## config.mk

```make
export PLATFORM = sky130hd
export DESIGN_NAME = sr_config_loader
export DESIGN_NICKNAME = d
export VERILOG_FILES = /design/src/rtl/sr_config_loader.sv
export SDC_FILE = /design/constraint.sdc
export NUM_CORES = 1
export LEC_CHECK = 0
export ABC_AREA = 1
export BUFFER_PORTS_ARGS = -buffer_cell sky130_fd_sc_hd__buf_2
export CORE_MARGIN = 8
export CORE_UTILIZATION = 43
export CTS_CLUSTER_SIZE = 30
export DETAILED_ROUTE_END_ITERATION = 10
export PLACE_DENSITY = 0.69
export SETUP_SLACK_MARGIN = 0.2
export SLEW_MARGIN = 10
export SYNTH_ARGS = -nofsm -noshare
export SYNTH_HDL_FRONTEND = slang
export SYNTH_SLANG_ARGS = --single-unit
```

## constraint.sdc

```tcl
create_clock -name clk_in -period 15.65 [get_ports clk_in]
set_input_delay 2.3475 -clock clk_in [delete_from_list [all_inputs] [get_ports clk_in]]
set_output_delay 2.3475 -clock clk_in [all_outputs]
set_load 0.05 [all_outputs]
```

## src/rtl/sr_config_loader.sv

```systemverilog
// -----------------------------------------------------------------------------
// sr_config_loader
//
// Upstream feeder of the TMIIa shift-register write/read path. On a load
// request it pops NWORDS configuration words from a first-word-fall-through
// config FIFO. It assembles them into a WIDTH-bit shadow image and copies the
// image to din in a single cycle once the last word has arrived. It then raises
// start for two divided-clock periods and keeps busy high until the shift and
// readback window has elapsed.
//
// Ports
//   clk_in          in   1           clock (same clock that feeds the divider)
//   rst             in   1           asynchronous, active-high reset
//   load            in   1           one-cycle request to build and send an image
//   div             in   DIV_WIDTH   division factor, divided clk = clk_in/2**div
//   cfg_fifo_q      in   WORD_WIDTH  FWFT head word, valid while !cfg_fifo_empty
//   cfg_fifo_empty  in   1           config FIFO empty
//   cfg_fifo_rdreq  out  1           pop strobe (combinational)
//   din             out  WIDTH       assembled image, changes only atomically
//   start           out  1           start pulse, stretched to 2 divided periods
//   busy            out  1           high from load acceptance to end of window
//   overrun         out  1           sticky: load seen while not idle
//
// Constraints on the parameters:
//   NWORDS == ceil(WIDTH/WORD_WIDTH), 2**NUM_WIDTH > NWORDS,
//   MAX_DIV < 2**DIV_WIDTH, and COUNT_WIDTH must hold (WIDTH+GUARD)<<MAX_DIV.
// -----------------------------------------------------------------------------
module sr_config_loader #(
  parameter int WIDTH       = 170,
  parameter int WORD_WIDTH  = 32,
  parameter int NWORDS      = 6,
  parameter int NUM_WIDTH   = 4,
  parameter int DIV_WIDTH   = 6,
  parameter int MAX_DIV     = 16,
  parameter int COUNT_WIDTH = 32,
  parameter int GUARD       = 4
) (
  input  logic                  clk_in,
  input  logic                  rst,
  input  logic                  load,
  input  logic [DIV_WIDTH-1:0]  div,
  input  logic [WORD_WIDTH-1:0] cfg_fifo_q,
  input  logic                  cfg_fifo_empty,
  output logic                  cfg_fifo_rdreq,
  output logic [WIDTH-1:0]      din,
  output logic                  start,
  output logic                  busy,
  output logic                  overrun
);

  // Number of meaningful bits in the final word; the rest of that word is
  // dropped because it lies beyond the top of the image.
  localparam int LAST_BITS = WIDTH - (NWORDS - 1) * WORD_WIDTH;

  localparam logic [DIV_WIDTH-1:0]   MAX_DIV_L  = DIV_WIDTH'(MAX_DIV);
  localparam logic [NUM_WIDTH-1:0]   NWORDS_L   = NUM_WIDTH'(NWORDS);
  localparam logic [NUM_WIDTH-1:0]   LAST_WORD  = NUM_WIDTH'(NWORDS - 1);
  localparam logic [NUM_WIDTH-1:0]   ONE_W      = NUM_WIDTH'(1);
  localparam logic [COUNT_WIDTH-1:0] START_BASE = COUNT_WIDTH'(2);
  localparam logic [COUNT_WIDTH-1:0] WAIT_BASE  = COUNT_WIDTH'(WIDTH + GUARD);
  localparam logic [COUNT_WIDTH-1:0] ONE_C      = COUNT_WIDTH'(1);

  typedef enum logic [1:0] {
    S_IDLE  = 2'd0,
    S_FILL  = 2'd1,
    S_START = 2'd2,
    S_WAIT  = 2'd3
  } state_t;

  // ---------------------------------------------------------------------------
  // Registers and their next-state values
  // ---------------------------------------------------------------------------
  state_t                 r_state,   w_state_next;
  logic [NUM_WIDTH-1:0]   r_wcnt,    w_wcnt_next;
  logic [COUNT_WIDTH-1:0] r_tcnt,    w_tcnt_next;
  logic [DIV_WIDTH-1:0]   r_divl,    w_divl_next;
  logic [WIDTH-1:0]       r_shadow,  w_shadow_next;
  logic [WIDTH-1:0]       r_din,     w_din_next;
  logic                   r_start,   w_start_next;
  logic                   r_busy,    w_busy_next;
  logic                   r_overrun, w_overrun_next;

  // ---------------------------------------------------------------------------
  // Combinational helpers
  // ---------------------------------------------------------------------------
  logic                   w_pop;
  logic                   w_last_pop;
  logic [DIV_WIDTH-1:0]   w_div_clamped;
  logic [COUNT_WIDTH-1:0] w_start_len_m1;
  logic [COUNT_WIDTH-1:0] w_wait_len_m1;

  // Pop whenever we are filling and a word is available. The wcnt bound is
  // redundant with the FILL exit but keeps the strobe safe on its own.
  assign w_pop      = (r_state == S_FILL) && !cfg_fifo_empty && (r_wcnt < NWORDS_L);
  assign w_last_pop = w_pop && (r_wcnt == LAST_WORD);

  assign w_div_clamped = (div > MAX_DIV_L) ? MAX_DIV_L : div;

  // Window lengths in clk_in cycles, minus one because the counter runs to 0.
  assign w_start_len_m1 = (START_BASE << r_divl) - ONE_C;
  assign w_wait_len_m1  = (WAIT_BASE  << r_divl) - ONE_C;

  // ---------------------------------------------------------------------------
  // Shadow image write path: each word slot has its own slice writer, so the
  // popped word lands in slot wcnt. The last slot only takes LAST_BITS bits.
  // ---------------------------------------------------------------------------
  generate
    for (genvar gi = 0; gi < NWORDS; gi++) begin : g_slot
      localparam int LO = gi * WORD_WIDTH;
      localparam int NB = (gi == NWORDS - 1) ? LAST_BITS : WORD_WIDTH;

      assign w_shadow_next[LO +: NB] =
          (w_pop && (r_wcnt == NUM_WIDTH'(gi))) ? cfg_fifo_q[NB-1:0]
                                                : r_shadow[LO +: NB];
    end
  endgenerate

  // ---------------------------------------------------------------------------
  // Next-state and output logic
  // ---------------------------------------------------------------------------
  always_comb begin
    w_state_next   = r_state;
    w_wcnt_next    = r_wcnt;
    w_tcnt_next    = r_tcnt;
    w_divl_next    = r_divl;
    w_din_next     = r_din;
    w_start_next   = r_start;
    w_busy_next    = r_busy;
    // Any load outside IDLE is dropped, including one that lands on the last
    // WAIT cycle, and is remembered until reset.
    w_overrun_next = r_overrun | (load && (r_state != S_IDLE));

    case (r_state)
      S_IDLE: begin
        // Track div while idle so the value present with load is the one kept.
        w_divl_next = w_div_clamped;
        w_wcnt_next = '0;
        if (load) begin
          w_state_next = S_FILL;
          w_busy_next  = 1'b1;
        end
      end

      S_FILL: begin
        if (w_pop) begin
          w_wcnt_next = r_wcnt + ONE_W;
        end
        if (w_last_pop) begin
          // Take the image including the word being popped this cycle so din
          // switches in one step and start rises together with it.
          w_din_next   = w_shadow_next;
          w_tcnt_next  = w_start_len_m1;
          w_start_next = 1'b1;
          w_state_next = S_START;
        end
      end

      S_START: begin
        if (r_tcnt == '0) begin
          w_start_next = 1'b0;
          w_tcnt_next  = w_wait_len_m1;
          w_state_next = S_WAIT;
        end else begin
          w_tcnt_next = r_tcnt - ONE_C;
        end
      end

      S_WAIT: begin
        if (r_tcnt == '0) begin
          w_busy_next  = 1'b0;
          w_state_next = S_IDLE;
        end else begin
          w_tcnt_next = r_tcnt - ONE_C;
        end
      end

      default: begin
        w_state_next = S_IDLE;
        w_busy_next  = 1'b0;
        w_start_next = 1'b0;
      end
    endcase
  end

  // ---------------------------------------------------------------------------
  // State register
  // ---------------------------------------------------------------------------
  always_ff @(posedge clk_in or posedge rst) begin
    if (rst) begin
      r_state   <= S_IDLE;
      r_wcnt    <= '0;
      r_tcnt    <= '0;
      r_divl    <= '0;
      r_shadow  <= '0;
      r_din     <= '0;
      r_start   <= 1'b0;
      r_busy    <= 1'b0;
      r_overrun <= 1'b0;
    end else begin
      r_state   <= w_state_next;
      r_wcnt    <= w_wcnt_next;
      r_tcnt    <= w_tcnt_next;
      r_divl    <= w_divl_next;
      r_shadow  <= w_shadow_next;
      r_din     <= w_din_next;
      r_start   <= w_start_next;
      r_busy    <= w_busy_next;
      r_overrun <= w_overrun_next;
    end
  end

  assign cfg_fifo_rdreq = w_pop;
  assign din            = r_din;
  assign start          = r_start;
  assign busy           = r_busy;
  assign overrun        = r_overrun;

endmodule

```

==> run_results.csv <==
group,metric,value,unit
sta,finalWorstSetupSlack,10.23,ns
worst_setup_path,cp.required,13.30,ns
sta,tns,0,ns
sta,drv_slew,0,
detailed_routing,drt_pre_antenna_iters,7,
yosys,synthesis.area,17300,um^2
die,num_rows,73,
detailed_routing,drtIter0Drc,1181,
worst_setup_path,path_common_cell,"buf_2",
detailed_routing,wire_per_inst,18.6,um
run_status,status,"finished clean",
clock_tree,cts_buffers,41,
detailed_routing,routed_via_density,5.20,
layout,final_area,20200,um^2
detailed_routing,drt-total-wl,54400,um
worst_setup_path,cp-end-kind,"primary output",
die,die_h,217,um
clock_tree,ctsHoldBuffers,0,
yosys,ys_seq_area_frac,0.545,
sta,finalClockSkew,0.0265,ns
sta,fmax,185,MHz
min_path,hp-class,"reg -> reg",
layout,drive_gt1_frac,0.140,
clock_tree,root_buffer,"clkbuf_16",
yosys,ys_top_cells_by_area,"dfrtp_1 (55%), nand2_1 (20%), o21ai_0 (6.0%), nor2_1 (3.5%), nand3_1 (2.8%)",
sta,rsz0062_at_grt,"false",
grt,grt-ovfl-total,0,
worst_setup_path,crit_type,"in -> out",
worst_setup_path,cp_slowest_stage_delay,0.29,ns
sta,worst_pin_slew,1.09,ns
clock_tree,clk_pin_slew_worst_paths,0.06,ns
worst_setup_path,crit_path_cell_trace,"buf_2 > nor2_1 > nand3_1 > inv_2 > buf_2",
die,start_util,0.435,
clock_tree,cts.sinks,377,
detailed_routing,drc,0,
power_and_ir_drop,cellLeakagePower,11.2,nW
job,drv_cap,0,
yosys,synth_edf_count,0,
die,fp.coreArea,39700,um^2
power_and_ir_drop,power_density,209,nW/um^2
yosys,yosysWarningCount,0,
worst_setup_path,crit_slowest_cell,"buf_2",
worst_setup_path,cp_max_fo,10,
sta,finalSetupViolations,0,
yosys,ys.flop_type,"dfrtp_1",
sta,slew_headroom,0.270,
detailed_routing,ant_nets,0,
grt,grt_max_degree,173,
sta,whs,0.473,ns
placed_design,dp_hpwl,37800,um
placed_design,post-place-ws,10.24,ns
clock_tree,cts_tree,"yes",
power_and_ir_drop,totalPowerFinal,4.22,mW
layout,area_delta_synth_final,16.7,%
yosys,syn_area_per_cell,7.88,um^2
clock_tree,clock_path_buffers,3,
worst_setup_path,worstPathArrival,3.07,ns
detailed_routing,vias,15200,
yosys,synth_top_area_frac,0.545,
die,ioPinCount,216,
placed_design,gp_congestion,0.928,
grt,grt_use_total,0.230,
yosys,yosysUniqueCellTypes,39,
clock_tree,cts_setup_buffers,0,
yosys,ys_async_sr_fraction,1.00,
clock_tree,cts-htree-levels,2,
yosys,syn_inst,2194,
placed_design,port_buffers,215,
yosys,synth_top_cell_by_area,"dfrtp_1",
yosys,synth_seq_cells,377,
sta,post-route-period-util,0.346,
sta,period_minus_slack,5.42,ns
clock_tree,clk_latency,0.57,ns
sta,hold_violations,0,
yosys,yosysMostFrequentCell,"nand2_1",
layout,nets,2423,
worst_setup_path,rrSetupSlack,11.86,ns
power_and_ir_drop,ir_drop,0.111,mV
grt,grt_pass1_wl,86600,um
placed_design,dpl_cell_area,18700,um^2
yosys,syn-num-nets,2247,
die,die_x,217,um
clock_tree,ctsResizeCount,0,
yosys,synth_commonest_cells,"nand2_1 (936), dfrtp_1 (377), o21ai_0 (207)",
grt,grt_pass1_vias,15300,
die,die-area,46900,um^2
worst_setup_path,critical_path.startpoint_type,"input port",
grt,antenna_found_initial,0,
## stage by stage
stage,utilization,cells
2_1_floorplan,-,2194
3_3_place_gp,0.472,2852
3_5_place_dp,0.472,2852
4_1_cts,0.508,2927
5_1_grt,0.508,2927
6_report,0.508,2928
## power breakdown
part | total, mW | internal, mW | switching [mW]
sequential | 1.44 | 1.26 | 0.178
combinational | 1.75 | 0.464 | 1.29
clock | 1.02 | 0.613 | 0.407
## path summary, 6_finish.rpt
kind / end / depth (start not counted) / start
worst max-delay path: cfg_fifo_rdreq / 5 / cfg_fifo_empty
worst min-delay path: din[158] / 2 / din[158]
worst max register to register: r_tcnt[31] / 16 / r_divl[4]
worst min register to register: din[158] / 2 / din[158]
max in group asynchronous: din[16] / 4 / rst
min in group asynchronous: busy / 2 / rst
## metal layers
metal  track usage  wire [um]  vias up
met1         0.302      23600     7357
met2         0.373      25600      486
met3        0.0478       3300      102
li1              -          -     7275
met4        0.0845       1890        0
met5             0          0        -
## state kept, by name (all words and copies together) (netlist names)
signal	count
busy	1
din	170
overrun	1
r_divl	6
r_shadow	160
r_state	2
r_tcnt	32
r_wcnt	4
start	1
## cell type report
class                   instances  area, um^2
fillers                      3801       19500
flip-flops and latches        377        9430
multi-input cells            1579        6930
clock buffers                  65        1280
repair buffers                227        1180
well taps                     525         657
inverters                     144         551
clock inverters                10         159
diodes                          1        2.50
## cells by family after synthesis
| group | synth area share |
|---|---|
| adders and majority gates | 0.00796 |
| xor gates and xnor gates | 0.0142 |
| buffers and inverters | 0.0544 |
| and+or+nand+nor | 0.293 |
| AOI/OAI and AO/OA | 0.0847 |
| DFF | 0.545 |
## worst max-delay path, delay by kind of cell
family,cells,cell delay [ns]
buf+inv,3,0.54
simple gates,2,0.17
## layout by cell type (no fill, tap or decap), types with 2 or more instances in the layout
cell type	instances
nand2_1	936
dfrtp_1	377
buf_2	215
o21ai_0	207
nor2_1	159
inv_1	126
nand3_1	98
clkbuf_16	41
a21oi_1	28
nand4_1	27
xor2_1	21
clkbuf_8	16
inv_2	14
ha_1	11
buf_4	11
nor2_2	10
o21ai_1	8
a21boi_1	8
clkbuf_1	8
o22ai_1	7
nor3_1	7
xnor2_1	7
o21bai_1	5
nand3b_1	5
or2_2	5
nor2_4	4
nor4_1	4
a31oi_1	4
nand2_2	3
nand3_2	3
o21a_1	3
inv_6	3
bufinv_16	3
clkinv_1	2
a22oi_1	2
clkinv_4	2
No activity file was read; power rests on OpenSTA's default activity.
